`src/rtl/helm_mem_arb.sv`:
```
// helm_mem_arb: round-robin two-port arbiter sequencing single-byte transactions
// onto the shared user-memory bus, with ack timeout and registered outputs.
module helm_mem_arb #(
   parameter int         TIMEOUT_CYC = 255,
   parameter int         TO_CNT_BIT  = 16,
   parameter logic [7:0] TO_RD_DATA  = 8'hFF
) (
   input  logic       clk,
   input  logic       rst,
   input  logic       m0_req,
   input  logic       m0_wr,
   input  logic [7:0] m0_page,
   input  logic [7:0] m0_offset,
   input  logic [7:0] m0_wr_data,
   input  logic [7:0] m0_wr_msk,
   output logic       m0_ack,
   output logic       m0_err,
   output logic [7:0] m0_rd_data,
   input  logic       m1_req,
   input  logic       m1_wr,
   input  logic [7:0] m1_page,
   input  logic [7:0] m1_offset,
   input  logic [7:0] m1_wr_data,
   input  logic [7:0] m1_wr_msk,
   output logic       m1_ack,
   output logic       m1_err,
   output logic [7:0] m1_rd_data,
   output logic       mem_cs,
   output logic [7:0] mem_page,
   output logic [7:0] mem_offset,
   output logic       mem_wr_en,
   output logic [7:0] mem_wr_data,
   output logic [7:0] mem_wr_msk,
   output logic       mem_rd_en,
   input  logic [7:0] mem_rd_data,
   input  logic       mem_ack,
   output logic       busy,
   output logic       grant
);
   typedef enum logic [1:0] {S_IDLE, S_ISSUE, S_WAIT, S_DONE} state_t;
   state_t                r_state, w_next;
   logic [TO_CNT_BIT-1:0] r_cnt;
   logic                  r_grant, r_wr, r_cs, r_wr_en, r_rd_en, r_busy;
   logic [7:0]            r_page, r_offset, r_wdata, r_wmsk;
   logic [1:0]            r_ack, r_err;
   logic [1:0][7:0]       r_rd;
   logic                  w_any, w_pick, w_wr, w_to, w_fin;
   logic [7:0]            w_rdv;
   assign w_any  = m0_req | m1_req;
   // on a tie the port that did not own the last transaction wins
   assign w_pick = (m0_req & m1_req) ? ~r_grant : m1_req;
   assign w_wr   = w_pick ? m1_wr : m0_wr;
   assign w_to   = r_cnt == TO_CNT_BIT'(TIMEOUT_CYC);
   assign w_fin  = mem_ack | w_to;
   assign w_rdv  = mem_ack ? mem_rd_data : TO_RD_DATA;
   always_comb begin
      w_next = r_state;
      case (r_state)
         S_IDLE:  w_next = w_any ? S_ISSUE : S_IDLE;
         S_ISSUE: w_next = S_WAIT;
         S_WAIT:  w_next = w_fin ? S_DONE : S_WAIT;
         default: w_next = S_IDLE;
      endcase
   end
   always_ff @(posedge clk or posedge rst)
      if (rst) r_state <= S_IDLE;
      else     r_state <= w_next;
   always_ff @(posedge clk or posedge rst) begin
      if (rst) begin
         r_cnt    <= '0;
         r_grant  <= 1'b1;
         r_wr     <= 1'b0;
         r_cs     <= 1'b0;
         r_wr_en  <= 1'b0;
         r_rd_en  <= 1'b0;
         r_busy   <= 1'b0;
         r_page   <= '0;
         r_offset <= '0;
         r_wdata  <= '0;
         r_wmsk   <= '0;
         r_ack    <= '0;
         r_err    <= '0;
         r_rd     <= '0;
      end else begin
         r_wr_en <= 1'b0;
         r_rd_en <= 1'b0;
         r_ack   <= '0;
         r_err   <= '0;
         case (r_state)
            S_IDLE: if (w_any) begin
               r_grant  <= w_pick;
               r_wr     <= w_wr;
               r_page   <= w_pick ? m1_page : m0_page;
               r_offset <= w_pick ? m1_offset : m0_offset;
               r_wdata  <= w_pick ? m1_wr_data : m0_wr_data;
               r_wmsk   <= w_pick ? m1_wr_msk : m0_wr_msk;
               r_cs     <= 1'b1;
               r_busy   <= 1'b1;
               r_wr_en  <= w_wr;
               r_rd_en  <= ~w_wr;
            end
            S_ISSUE: r_cnt <= '0;
            S_WAIT: if (w_fin) begin
               r_cs           <= 1'b0;
               r_ack[r_grant] <= 1'b1;
               r_err[r_grant] <= ~mem_ack;
               if (!r_wr) r_rd[r_grant] <= w_rdv;
            end else r_cnt <= r_cnt + TO_CNT_BIT'(1);
            default: r_busy <= 1'b0;
         endcase
      end
   end
   assign m0_ack      = r_ack[0];
   assign m1_ack      = r_ack[1];
   assign m0_err      = r_err[0];
   assign m1_err      = r_err[1];
   assign m0_rd_data  = r_rd[0];
   assign m1_rd_data  = r_rd[1];
   assign mem_cs      = r_cs;
   assign mem_page    = r_page;
   assign mem_offset  = r_offset;
   assign mem_wr_en   = r_wr_en;
   assign mem_wr_data = r_wdata;
   assign mem_wr_msk  = r_wmsk;
   assign mem_rd_en   = r_rd_en;
   assign busy        = r_busy;
   assign grant       = r_grant;
endmodule

```
`config.mk`:
```
export PLATFORM = sky130hd
export DESIGN_NAME = helm_mem_arb
export DESIGN_NICKNAME = d
export VERILOG_FILES = /design/src/rtl/helm_mem_arb.sv
export SDC_FILE = /design/constraint.sdc
export NUM_CORES = 1
export LEC_CHECK = 0
export CAP_MARGIN = 0
export CORE_MARGIN = 2
export CORE_UTILIZATION = 44
export DETAILED_ROUTE_END_ITERATION = 10
export PLACE_DENSITY = 0.8
export SETUP_SLACK_MARGIN = 0.1
export SLEW_MARGIN = 10
export SYNTH_ARGS = -nofsm -noshare
export SYNTH_HDL_FRONTEND = slang
export SYNTH_SLANG_ARGS = --single-unit
```
`constraint.sdc`:
```
create_clock -name clk -period 3.13 [get_ports clk]
set_input_delay 0.4695 -clock clk [delete_from_list [all_inputs] [get_ports clk]]
set_output_delay 0.4695 -clock clk [all_outputs]
set_load 0.005 [all_outputs]
```
Word-level counts from Yosys, hierarchy flattened --
Cells that the tools add are included.
Cells by class: add/subtract/negate cells 1, equality and inequality tests 6, multiplexer cells 29, reductions and logical operators 10, bitwise logic cells 9, magnitude comparators 2
Operators by type and width (count):
- $mux 8 | 6
- $pmux 16 s2 | 1
- $add 16x1->16 const B | 1
- $bwmux 16 | 1
- $eq 16x8->1 const B | 1
- $mux 16 | 1
- $mux 1 | 11
- $demux 8 s1 | 1
- $mux 2 | 4
- $ne 2x2->1 const B | 3
- $pmux 2 s3 | 1
- $reduce_and 2->1 | 3
- $reduce_and 3->1 | 2
- $not 1->1 | 5
- $pmux 1 s2 | 2
- $reduce_bool 2->1 | 2
- $and 2x2->2 | 1
- $eq 2x1->1 const B | 1
- $eq 2x2->1 const B | 1
- $logic_not 2->1 | 1
- $lt 1x2->1 const B | 1
- $or 1x1->1 | 2
- $reduce_or 2->1 | 1
- $and 1x1->1 | 1
- other kinds (3) | 3
Word-level totals: input bits 79, word-level logic and storage cells 73, bits in registers 76, output and inout port bits 57

Longest topological paths before layout --
Gate-level depths: netlist (run 1).
depth in word-level cells 7, depth in mapped cells 8, mapped depth without buffers 6

Worst setup path after synthesis (run 1) --
OpenSTA, ideal clock, no wires.
path kind register to register, from register r_cnt[8], to register r_rd, in the netlist m0_rd_data[0], period minus slack after synthesis 2.040 ns, setup time 0.079 ns, buffers on the path 2, arrival time 1.961 ns, stages on the path, launching flop included 7, required time 3.051 ns, slack 1.090 ns, path through dfrtp_1 buf_6 or4_4 o41ai_4 and2_1 buf_6 a2bb2oi_1
On the way: cells in the longest elaborated chain, start to end 3
RTL lines:
- from (decl) | RTL line 42 | logic [TO_CNT_BIT-1:0] r_cnt;
- from (signal assigned) | RTL line 108 | end else r_cnt <= r_cnt + TO_CNT_BIT'(1);
- $eq 16x8->1 | RTL line 53 | assign w_to = r_cnt == TO_CNT_BIT'(TIMEOUT_CYC);
- $or 1x1->1 | RTL line 54 | assign w_fin = mem_ack | w_to;
- $reduce_and 3->1 (no source line)
- to (signal, indexed assignment) | RTL line 107 | if (!r_wr) r_rd[r_grant] <= w_rdv;
- to (decl) | RTL line 46 | logic [1:0][7:0] r_rd;
Every way passes these cells. A chain may end at the register's enable or synchronous reset.

Worst setup path in the final report (run 1) --
from register r_cnt[8], to register r_rd, in the netlist m0_rd_data[4]
Same word-level chain as after synthesis.

==> impl_metrics.py, run 1 <==
metrics = {
    "clock_network": {
        "htree_levels": 3,
        "cts-root-buf": "clkbuf_8",
        "postCtsSetupBuffers": 0,
        "clkTransAtPathRegs_ns": 0.08,
        "cts_tree": "yes",
        "postCtsHoldBufs": 0,
        "cts_buffer_depth": 2,
        "clock-sinks": 76,
        "clock_latency_ns": 0.35,
        "postCtsResizedCells": 0,
        "cts_buffers": 9,
    },
    "synth": {
        "synthSimpleGateAreaFrac_pct": 15.2,
        "synthAdderAreaFrac_pct": 1.38,
        "seq_area_frac_synth_pct": 52.4,
        "synth_seq_cells": 76,
        "synth_edf_count": 0,
        "netlist_area_sq_um": 3630,
        "synth_top_family_by_area": "compound AO/OA/AOI/OAI gates",
        "netlist.area_leader.share_pct": 51.7,
        "synth-compound-area-share_pct": 17.7,
        "ys_types": 45,
        "netlist_top_cells_area": "dfrtp_1, mux2i_1, o21ai_0",
        "syn-num-nets": 436,
        "synth_xor_area_share_pct": 0,
        "yosysWarnings": 0,
        "synthMuxAreaShare_pct": 9.09,
        "syn_avg_cell_area_sq_um": 10.3,
        "netlist_instances": 353,
        "async_flop_share_pct": 100,
        "synth_top_area_cell": "dfrtp_1",
        "synthFlopType": "dfrtp_1",
    },
    "timing": {
        "rsz0062_at_grt": "no",
        "min_period_ns": 2.31,
        "hold_viol": 0,
        "clock_skew_ns": 0.0103,
        "fin_tns_setup_ns": 0,
        "worst_pin_slew_ns": 0.691,
        "fmax_ghz": 0.433,
        "finalCritPeriodShare_pct": 73.7,
        "timing.slew.headroom_pct": 53.6,
        "report.final.setup_viol": 0,
        "final_max_slew_viol_count": 0,
    },
    "global_route": {
        "grtUsageTotal_pct": 21.6,
        "grt_pass1_wl_mm": 15.0,
        "grt_antenna_before_repair": 0,
        "grt_pass1_vias": 3148,
        "grt_max_degree": 39,
        "grt_overflow": 0,
    },
    "route": {
        "firstDrtPassIters": 4,
        "routed_wl_mm": 9.02,
        "via_per_inst": 5.37,
        "wire_per_inst_um": 15.3,
        "dr.first_iter.drc_count": 157,
        "via_count": 3160,
        "drc": 0,
        "ant_nets": 0,
    },
    "finish": {
        "drive_gt1_share_pct": 6.20,
        "syn_to_final_growth_pct": 45.2,
        "nets": 562,
        "fin_util_pct": 65.2,
        "final_common_cell": "clkdlybuf4s50_1",
        "antennaDiodeCount": 0,
        "stdcell_area_sq_um": 5270,
        "final_cell_mix": "clkdlybuf4s50_1, dfrtp_1, nand2_1",
    },
    "floorplanning": {
        "die-area_sq_um": 9000,
        "core_area_sq_um": 8090,
        "num_rows": 33,
        "die_y_um": 94.9,
        "die_w_um": 94.9,
        "top_level_ports": 136,
        "initial_core_util_pct": 44.9,
    },
    "worst_setup_path": {
        "cp_cell_sequence": "or4_4 -> o41ai_4 -> and2_1 -> a2bb2oi_1",
        "r2r_cells": 4,
        "crit_path_end_kind": "register",
        "worstSetupStartpointType": "register",
        "crit_type": "register to register",
        "cp_max_fo": 10,
        "cp.arrival_ns": 2.58,
        "crit_start": "r_cnt[8]",
        "rr_startpoint": "r_cnt[8]",
        "worst_path_largest_cell_delay_ns": 0.59,
        "reg2reg_slack_ns": 0.82,
        "crit_required_ns": 3.40,
        "crit_path_top_delay_cell": "or4_4",
        "worstReg2RegEnd": "m0_rd_data[4]",
        "crit_end": "m0_rd_data[4]",
    },
    "power": {
        "p_leak_nw": 2.32,
        "p_per_area_nw_per_um2": 790,
        "peakVddDrop_v": 0.000309,
    },
    "min_path": {
        "worst_hold_path_type": "input port to asynchronous set/reset pin",
    },
    "placed_design": {
        "place.gp.congestion": 0.914,
        "hpwl_mm": 6.83,
        "port_buffers": 135,
        "dpl_cell_area_sq_um": 5070,
    },
    "run": {
        "drv_cap": 0,
    },
    "status": {
        "status": "finished, final reports clean",
    },
}
flip-flops by register name, indices dropped and copies added, names as in the netlist:
| name | flops |
|---|---|
| m0_rd_data | 8 |
| mem_rd_en | 1 |
| mem_cs | 1 |
| grant | 1 |
| r_err | 2 |
| mem_wr_en | 1 |
| busy | 1 |
| r_ack | 2 |
| r_cnt | 16 |
| m1_rd_data | 8 |
| r_wr | 1 |
| mem_offset | 8 |
| mem_wr_msk | 8 |
| r_state | 2 |
| mem_page | 8 |
| mem_wr_data | 8 |
synth_stat cells (all sizes together) (3+ instances only):
master and count:
dfrtp 75, a2bb2oi 16, and3 6, a21oi 6, nand3 15, inv 7
nand2 48, nand4 5, a211o 6, and4 3, or4 4, nor2 17
clkbuf 17, nor3 4, o311ai 5, mux2i 33, o21ai 38, a31oi 7
nor4 6, buf 9, ha 4
routing by layer:
metal / routed length [um] / GRT usage [%] / vias up / part of all wire [%]
met3: 696 / 6.54 / 9 / 7.7
li1: - / - / 1539 / -
met4: 98 / 6.76 / 0 / 1.1
met5: 0 / 0 / - / 0
met2: 4510 / 34.7 / 134 / 50
met1: 3720 / 28.0 / 1478 / 41
worst min-delay path by stage:
| stage | start | end | depth (start not counted) |
|---|---|---|---|
| 4_1_cts | rst | mem_offset[6] | 2 |
| 3_3_place_gp | mem_wr_data[1] | mem_wr_data[1] | 2 |
| 5_1_grt | rst | mem_offset[6] | 2 |
| 6_report | rst | mem_offset[6] | 2 |
| 3_5_place_dp | mem_page[7] | mem_page[7] | 2 |
| 2_1_floorplan | mem_offset[0] | mem_offset[0] | 2 |
area by class of cell:
class	instances	area [sq um]
fill	671	2820
sequential	76	1900
multi-input combinational	243	1600
timing repair buffer	141	1410
clock buffer	11	141
tap	105	131
clock inverter	5	60.1
inverter	8	31.3
worst max-delay path, delay by kind of cell (launching register included):
kind / cells / cell delay, ns
AND/OR/NAND/NOR: 2 / 0.99
AO/OA/AOI/OAI: 2 / 0.76
flip-flops: 1 / 0.48
cells by family (layout without fill, tap and decap cells):
| kind of cell | after synthesis | in the layout |
|---|---|---|
| and+or+nand+nor | 114 | 114 |
| muxes | 33 | 33 |
| buffers and inverters | 34 | 165 |
| adders and majority gates | 4 | 4 |
| AOI/OAI and AO/OA | 92 | 92 |
| DFF | 76 | 76 |
per-stage QoR:
stage	setup WS, ns	hold WS [ns]	instances	power (mW)
2_1_floorplan	0.724	0.473	353	2.38
3_3_place_gp	0.627	0.463	573	3.41
3_5_place_dp	0.568	0.470	573	3.45
4_1_cts	0.827	0.435	589	4.21
5_1_grt	0.670	0.466	589	4.46
6_report	0.822	0.429	589	4.17
where the power goes:
group,internal [mW],switching [mW]
Clock,0.393,0.360
Sequential,1.37,0.239
Combinational,1.00,0.809
Total,2.76,1.41
(Power assumes the default switching activity.)
==> run 2, diff against run 1 <==
==> constraint.sdc (replaced) <==
create_clock -name clk -period 2.2 [get_ports clk]
set_input_delay 0.33 -clock clk [delete_from_list [all_inputs] [get_ports clk]]
set_output_delay 0.33 -clock clk [all_outputs]
set_load 0.005 [all_outputs]
==> impl_metrics.py, run 2 (same netlist as run 1, synthesis figures left out) <==
metrics = {
    "placed_design": {
        "port_buffers": 135,
        "dpl_cell_area_sq_um": 5250,
        "hpwl_mm": 7.22,
        "pre_cts_ws_ns": 0.0298,
        "place.gp.congestion": 0.869,
        "placedCellCount": 595,
    },
    "worst_setup_path": {
        "reg2reg_slack_ns": 0.19,
        "cp.arrival_ns": 2.29,
        "rr_startpoint": "r_cnt[15]",
        "worst_path_largest_cell_delay_ns": 0.58,
        "crit_type": "register to register",
        "crit_path_top_delay_cell": "or4_4",
        "worstReg2RegEnd": "m1_rd_data[2]",
        "crit_path_end_kind": "register",
        "crit_required_ns": 2.48,
        "cp_cell_sequence": "or4_4 -> o41ai_4 -> buf_4 -> and2_4 -> a2bb2oi_1",
        "cp_max_fo": 8,
        "r2r_cells": 5,
        "worstSetupStartpointType": "register",
    },
    "route": {
        "ant_nets": 0,
        "drc": 0,
        "dr.first_iter.drc_count": 128,
        "via_per_inst": 5.40,
        "firstDrtPassIters": 6,
        "via_count": 3306,
        "routed_wl_mm": 9.60,
        "wire_per_inst_um": 15.7,
    },
    "timing": {
        "rsz0062_at_grt": "no",
        "final_max_slew_viol_count": 0,
        "min_period_ns": 2.01,
        "hold_viol": 0,
        "timing.slew.headroom_pct": 66.6,
        "clock_skew_ns": 0.0107,
        "whs_ns": 0.288,
        "fmax_ghz": 0.497,
        "finalCritPeriodShare_pct": 91.4,
        "fin_tns_setup_ns": 0,
        "worst_pin_slew_ns": 0.496,
        "fin_ws_ns": 0.189,
        "report.final.setup_viol": 0,
    },
    "global_route": {
        "grt_overflow": 0,
        "grt_use_met3_pct": 6.15,
        "grt_util_met1_pct": 28.5,
        "grtUsageTotal_pct": 22.6,
        "grt_max_degree": 47,
        "grt_antenna_before_repair": 0,
        "grt_pass1_wl_mm": 15.7,
        "grt_pass1_vias": 3285,
        "use_met2_pct": 37.1,
        "busiest_layer": "met2",
    },
    "power": {
        "p_total_mw": 6.12,
        "peakVddDrop_v": 0.000510,
        "comb_power_share_pct": 43.5,
        "pwr-share-seq_pct": 37.4,
        "p_switching_mw": 2.06,
        "p_leak_nw": 2.44,
        "p_int_mw": 4.06,
        "p_sw_share_pct": 33.6,
        "clkPwrFrac_pct": 19.0,
        "p_per_area_nw_per_um2": 1120,
    },
    "finish": {
        "antennaDiodeCount": 0,
        "final_common_cell": "clkdlybuf4s50_1",
        "drive_gt1_share_pct": 11.2,
        "final_cell_mix": "clkdlybuf4s50_1, dfrtp_1, nand2_1",
        "largest_reg_flops": 16,
        "stdcell_area_sq_um": 5480,
        "instances_no_fill": 612,
        "fin_util_pct": 67.7,
        "largest-register": "r_cnt",
        "nets": 585,
        "syn_to_final_growth_pct": 50.9,
    },
    "clock_network": {
        "cts_tree": "yes",
        "clock_latency_ns": 0.35,
        "cts_buffers": 9,
        "clock-sinks": 76,
        "cts_buffer_depth": 2,
        "postCtsHoldBufs": 0,
        "htree_levels": 3,
        "cts-root-buf": "clkbuf_8",
        "clkTransAtPathRegs_ns": 0.08,
    },
    "floorplanning": {
        "top_level_ports": 136,
        "die-area_sq_um": 9000,
        "initial_core_util_pct": 44.9,
        "core_area_sq_um": 8090,
        "die_y_um": 94.9,
        "die_w_um": 94.9,
        "num_rows": 33,
    },
    "min_path": {
        "worst_hold_path_type": "input port to asynchronous set/reset pin",
    },
    "status": {
        "status": "finished, final reports clean",
    },
    "run": {
        "drv_cap": 0,
    },
}
==> run 2: worst max path at each step <==
stage | start | to
2_1_floorplan | r_cnt[8] | m0_rd_data[0]
3_3_place_gp | r_cnt[14] | m0_rd_data[6]
3_5_place_dp | r_cnt[14] | m0_rd_data[2]
4_1_cts | r_cnt[14] | m0_rd_data[0]
5_1_grt | r_cnt[15] | m1_rd_data[2]
6_report | r_cnt[15] | m1_rd_data[2]
==> run 2: power by group through the flow <==
| stage | combinational, mW | clock, mW | sequential [mW] |
|---|---|---|---|
| 6_report | 2.66 | 1.17 | 2.29 |
| 5_1_grt | 2.92 | 1.24 | 2.36 |
| 4_1_cts | 2.69 | 1.18 | 2.29 |
| 3_5_place_dp | 2.68 | 0 | 2.31 |
| 3_3_place_gp | 2.60 | 0 | 2.29 |
| 2_1_floorplan | 1.11 | 0 | 2.28 |
==> run 2: area by class of cell <==
type,instances,area (sq um)
tap,105,131
clock buffer,10,128
clock inverter,6,87.6
multi-input combinational,243,1600
sequential,76,1910
timing repair buffer,164,1590
fill,638,2610
inverter,8,33.8
==> run 2: per-layer routing <==
layer | vias up | share of wire (%)
met5 | - | 0
met4 | 0 | 1.9
met3 | 22 | 8.2
met2 | 147 | 49
met1 | 1551 | 41
li1 | 1586 | -
==> run 2: critical path: cells and delay by family, from the launching register on <==
| kind | cells | cell delay [ns] |
|---|---|---|
| AOI/OAI and AO/OA | 2 | 0.57 |
| buffers and inverters | 1 | 0.21 |
| DFF | 1 | 0.38 |
| and+or+nand+nor | 2 | 0.77 |
==> run 2: timing repair <==
action	in CTS	in global routing
pin swaps	0	2
buffers inserted	0	1
endpoints found under the setup margin	16	18
resized for setup	2	4
endpoints found under the hold margin	0	0
==> run 3, diff against run 2 <==
--- a/config.mk
+++ b/config.mk
@@ -10,8 +10,8 @@
 export CORE_UTILIZATION = 44
 export DETAILED_ROUTE_END_ITERATION = 10
 export PLACE_DENSITY = 0.8
+export RECOVER_POWER = 50
 export SETUP_SLACK_MARGIN = 0.1
-export SLEW_MARGIN = 10
 export SYNTH_ARGS = -nofsm -noshare
 export SYNTH_HDL_FRONTEND = slang
 export SYNTH_SLANG_ARGS = --single-unit
==> impl_metrics.py, run 3 (same netlist as run 1, synthesis figures left out) <==
metrics = {
    "status": {
        "status": "finished, final reports clean",
    },
    "timing": {
        "hold_viol": 0,
        "fin_ws_ns": 0.191,
        "fmax_ghz": 0.498,
        "worst_pin_slew_ns": 0.989,
        "timing.slew.headroom_pct": 34.1,
        "fin_tns_setup_ns": 0,
        "final_max_slew_viol_count": 0,
        "min_period_ns": 2.01,
        "report.final.setup_viol": 0,
        "rsz0062_at_grt": "no",
        "clock_skew_ns": 0.00952,
        "whs_ns": 0.437,
        "finalCritPeriodShare_pct": 91.3,
    },
    "placed_design": {
        "dpl_cell_area_sq_um": 5250,
        "placedCellCount": 595,
        "pre_cts_ws_ns": 0.0298,
        "port_buffers": 135,
        "hpwl_mm": 7.22,
        "place.gp.congestion": 0.869,
    },
    "clock_network": {
        "cts-root-buf": "clkbuf_8",
        "cts_tree": "yes",
        "cts_buffers": 9,
        "clock_latency_ns": 0.35,
        "postCtsHoldBufs": 0,
        "clkTransAtPathRegs_ns": 0.08,
        "htree_levels": 3,
        "cts_buffer_depth": 2,
        "clock-sinks": 76,
    },
    "floorplanning": {
        "die-area_sq_um": 9000,
        "core_area_sq_um": 8090,
        "die_w_um": 94.9,
        "top_level_ports": 136,
        "initial_core_util_pct": 44.9,
        "die_y_um": 94.9,
        "num_rows": 33,
    },
    "finish": {
        "stdcell_area_sq_um": 5430,
        "final_common_cell": "clkdlybuf4s50_1",
        "instances_no_fill": 612,
        "fin_util_pct": 67.1,
        "final_cell_mix": "clkdlybuf4s50_1, dfrtp_1, nand2_1",
        "nets": 585,
        "antennaDiodeCount": 0,
        "syn_to_final_growth_pct": 49.5,
        "drive_gt1_share_pct": 10.8,
        "largest_reg_flops": 16,
        "largest-register": "r_cnt",
    },
    "route": {
        "routed_wl_mm": 9.61,
        "firstDrtPassIters": 6,
        "via_per_inst": 5.39,
        "drc": 0,
        "via_count": 3299,
        "wire_per_inst_um": 15.7,
        "ant_nets": 0,
        "dr.first_iter.drc_count": 144,
    },
    "worst_setup_path": {
        "worst_path_largest_cell_delay_ns": 0.58,
        "crit_required_ns": 2.47,
        "cp.arrival_ns": 2.28,
        "crit_path_end_kind": "register",
        "worstSetupStartpointType": "register",
        "cp_max_fo": 8,
        "crit_path_top_delay_cell": "or4_4",
        "crit_type": "register to register",
        "cp_cell_sequence": "or4_4 -> o41ai_4 -> buf_4 -> and2_4 -> a2bb2oi_1",
    },
    "global_route": {
        "grt_antenna_before_repair": 0,
        "grt_max_degree": 47,
        "grt_overflow": 0,
        "grt_pass1_vias": 3285,
        "grtUsageTotal_pct": 22.6,
        "grt_pass1_wl_mm": 15.7,
    },
    "power": {
        "p_switching_mw": 2.04,
        "clkPwrFrac_pct": 19.4,
        "peakVddDrop_v": 0.000505,
        "comb_power_share_pct": 42.7,
        "p_int_mw": 3.98,
        "p_leak_nw": 2.46,
        "p_per_area_nw_per_um2": 1110,
        "p_sw_share_pct": 33.9,
        "pwr-share-seq_pct": 37.9,
        "p_total_mw": 6.02,
    },
    "min_path": {
        "worst_hold_path_type": "input port to asynchronous set/reset pin",
    },
    "run": {
        "drv_cap": 0,
    },
}
## run 3: per-layer routing
| metal | wire, um | global-route usage, % | vias to the layer above |
|---|---|---|---|
| met5 | 0 | 0 | - |
| met4 | 180 | 8.82 | 0 |
| met3 | 763 | 6.15 | 18 |
| met2 | 4690 | 37.1 | 139 |
| met1 | 3980 | 28.5 | 1552 |
| li1 | - | - | 1590 |
## run 3: power groups by stage
| stage | logic, mW | registers [mW] | clock network, mW |
|---|---|---|---|
| 4_1_cts | 2.69 | 2.29 | 1.18 |
| 6_report | 2.57 | 2.28 | 1.17 |
| 3_5_place_dp | 2.68 | 2.31 | 0 |
| 5_1_grt | 2.83 | 2.35 | 1.24 |
| 2_1_floorplan | 1.11 | 2.28 | 0 |
| 3_3_place_gp | 2.60 | 2.29 | 0 |
## run 3: critical path: cells and delay by family, from the launching register on
family	cells	cell delay, ns
simple gates	2	0.78
compound gates	2	0.57
flops	1	0.38
buf+inv	1	0.21
## run 3: final timing paths
kind                              from  cells after the start        endpoint  slack, ns
max                          r_cnt[15]                      5   m1_rd_data[2]       0.19
min reg2reg                mem_page[1]                      2     mem_page[1]       0.48
max in group asynchronous          rst                      3        r_cnt[2]       0.39
min                                rst                      2  mem_wr_data[6]       0.44
max reg2reg                  r_cnt[15]                      5   m1_rd_data[2]       0.19
min in group clk           mem_page[1]                      2     mem_page[1]       0.48
## run 3: cell type report
cell class	instances	area, sq um
clock buffer	10	128
clock inverter	6	87.6
fill	645	2660
inverter	8	31.3
multi-input combinational	243	1590
sequential	76	1910
tap	105	131
timing repair buffer	164	1560
## run 3: timing repair
item,CTS,global route
resized for setup,2,4
setup endpoints to repair,16,18
pin swaps,0,2
setup buffers,0,1
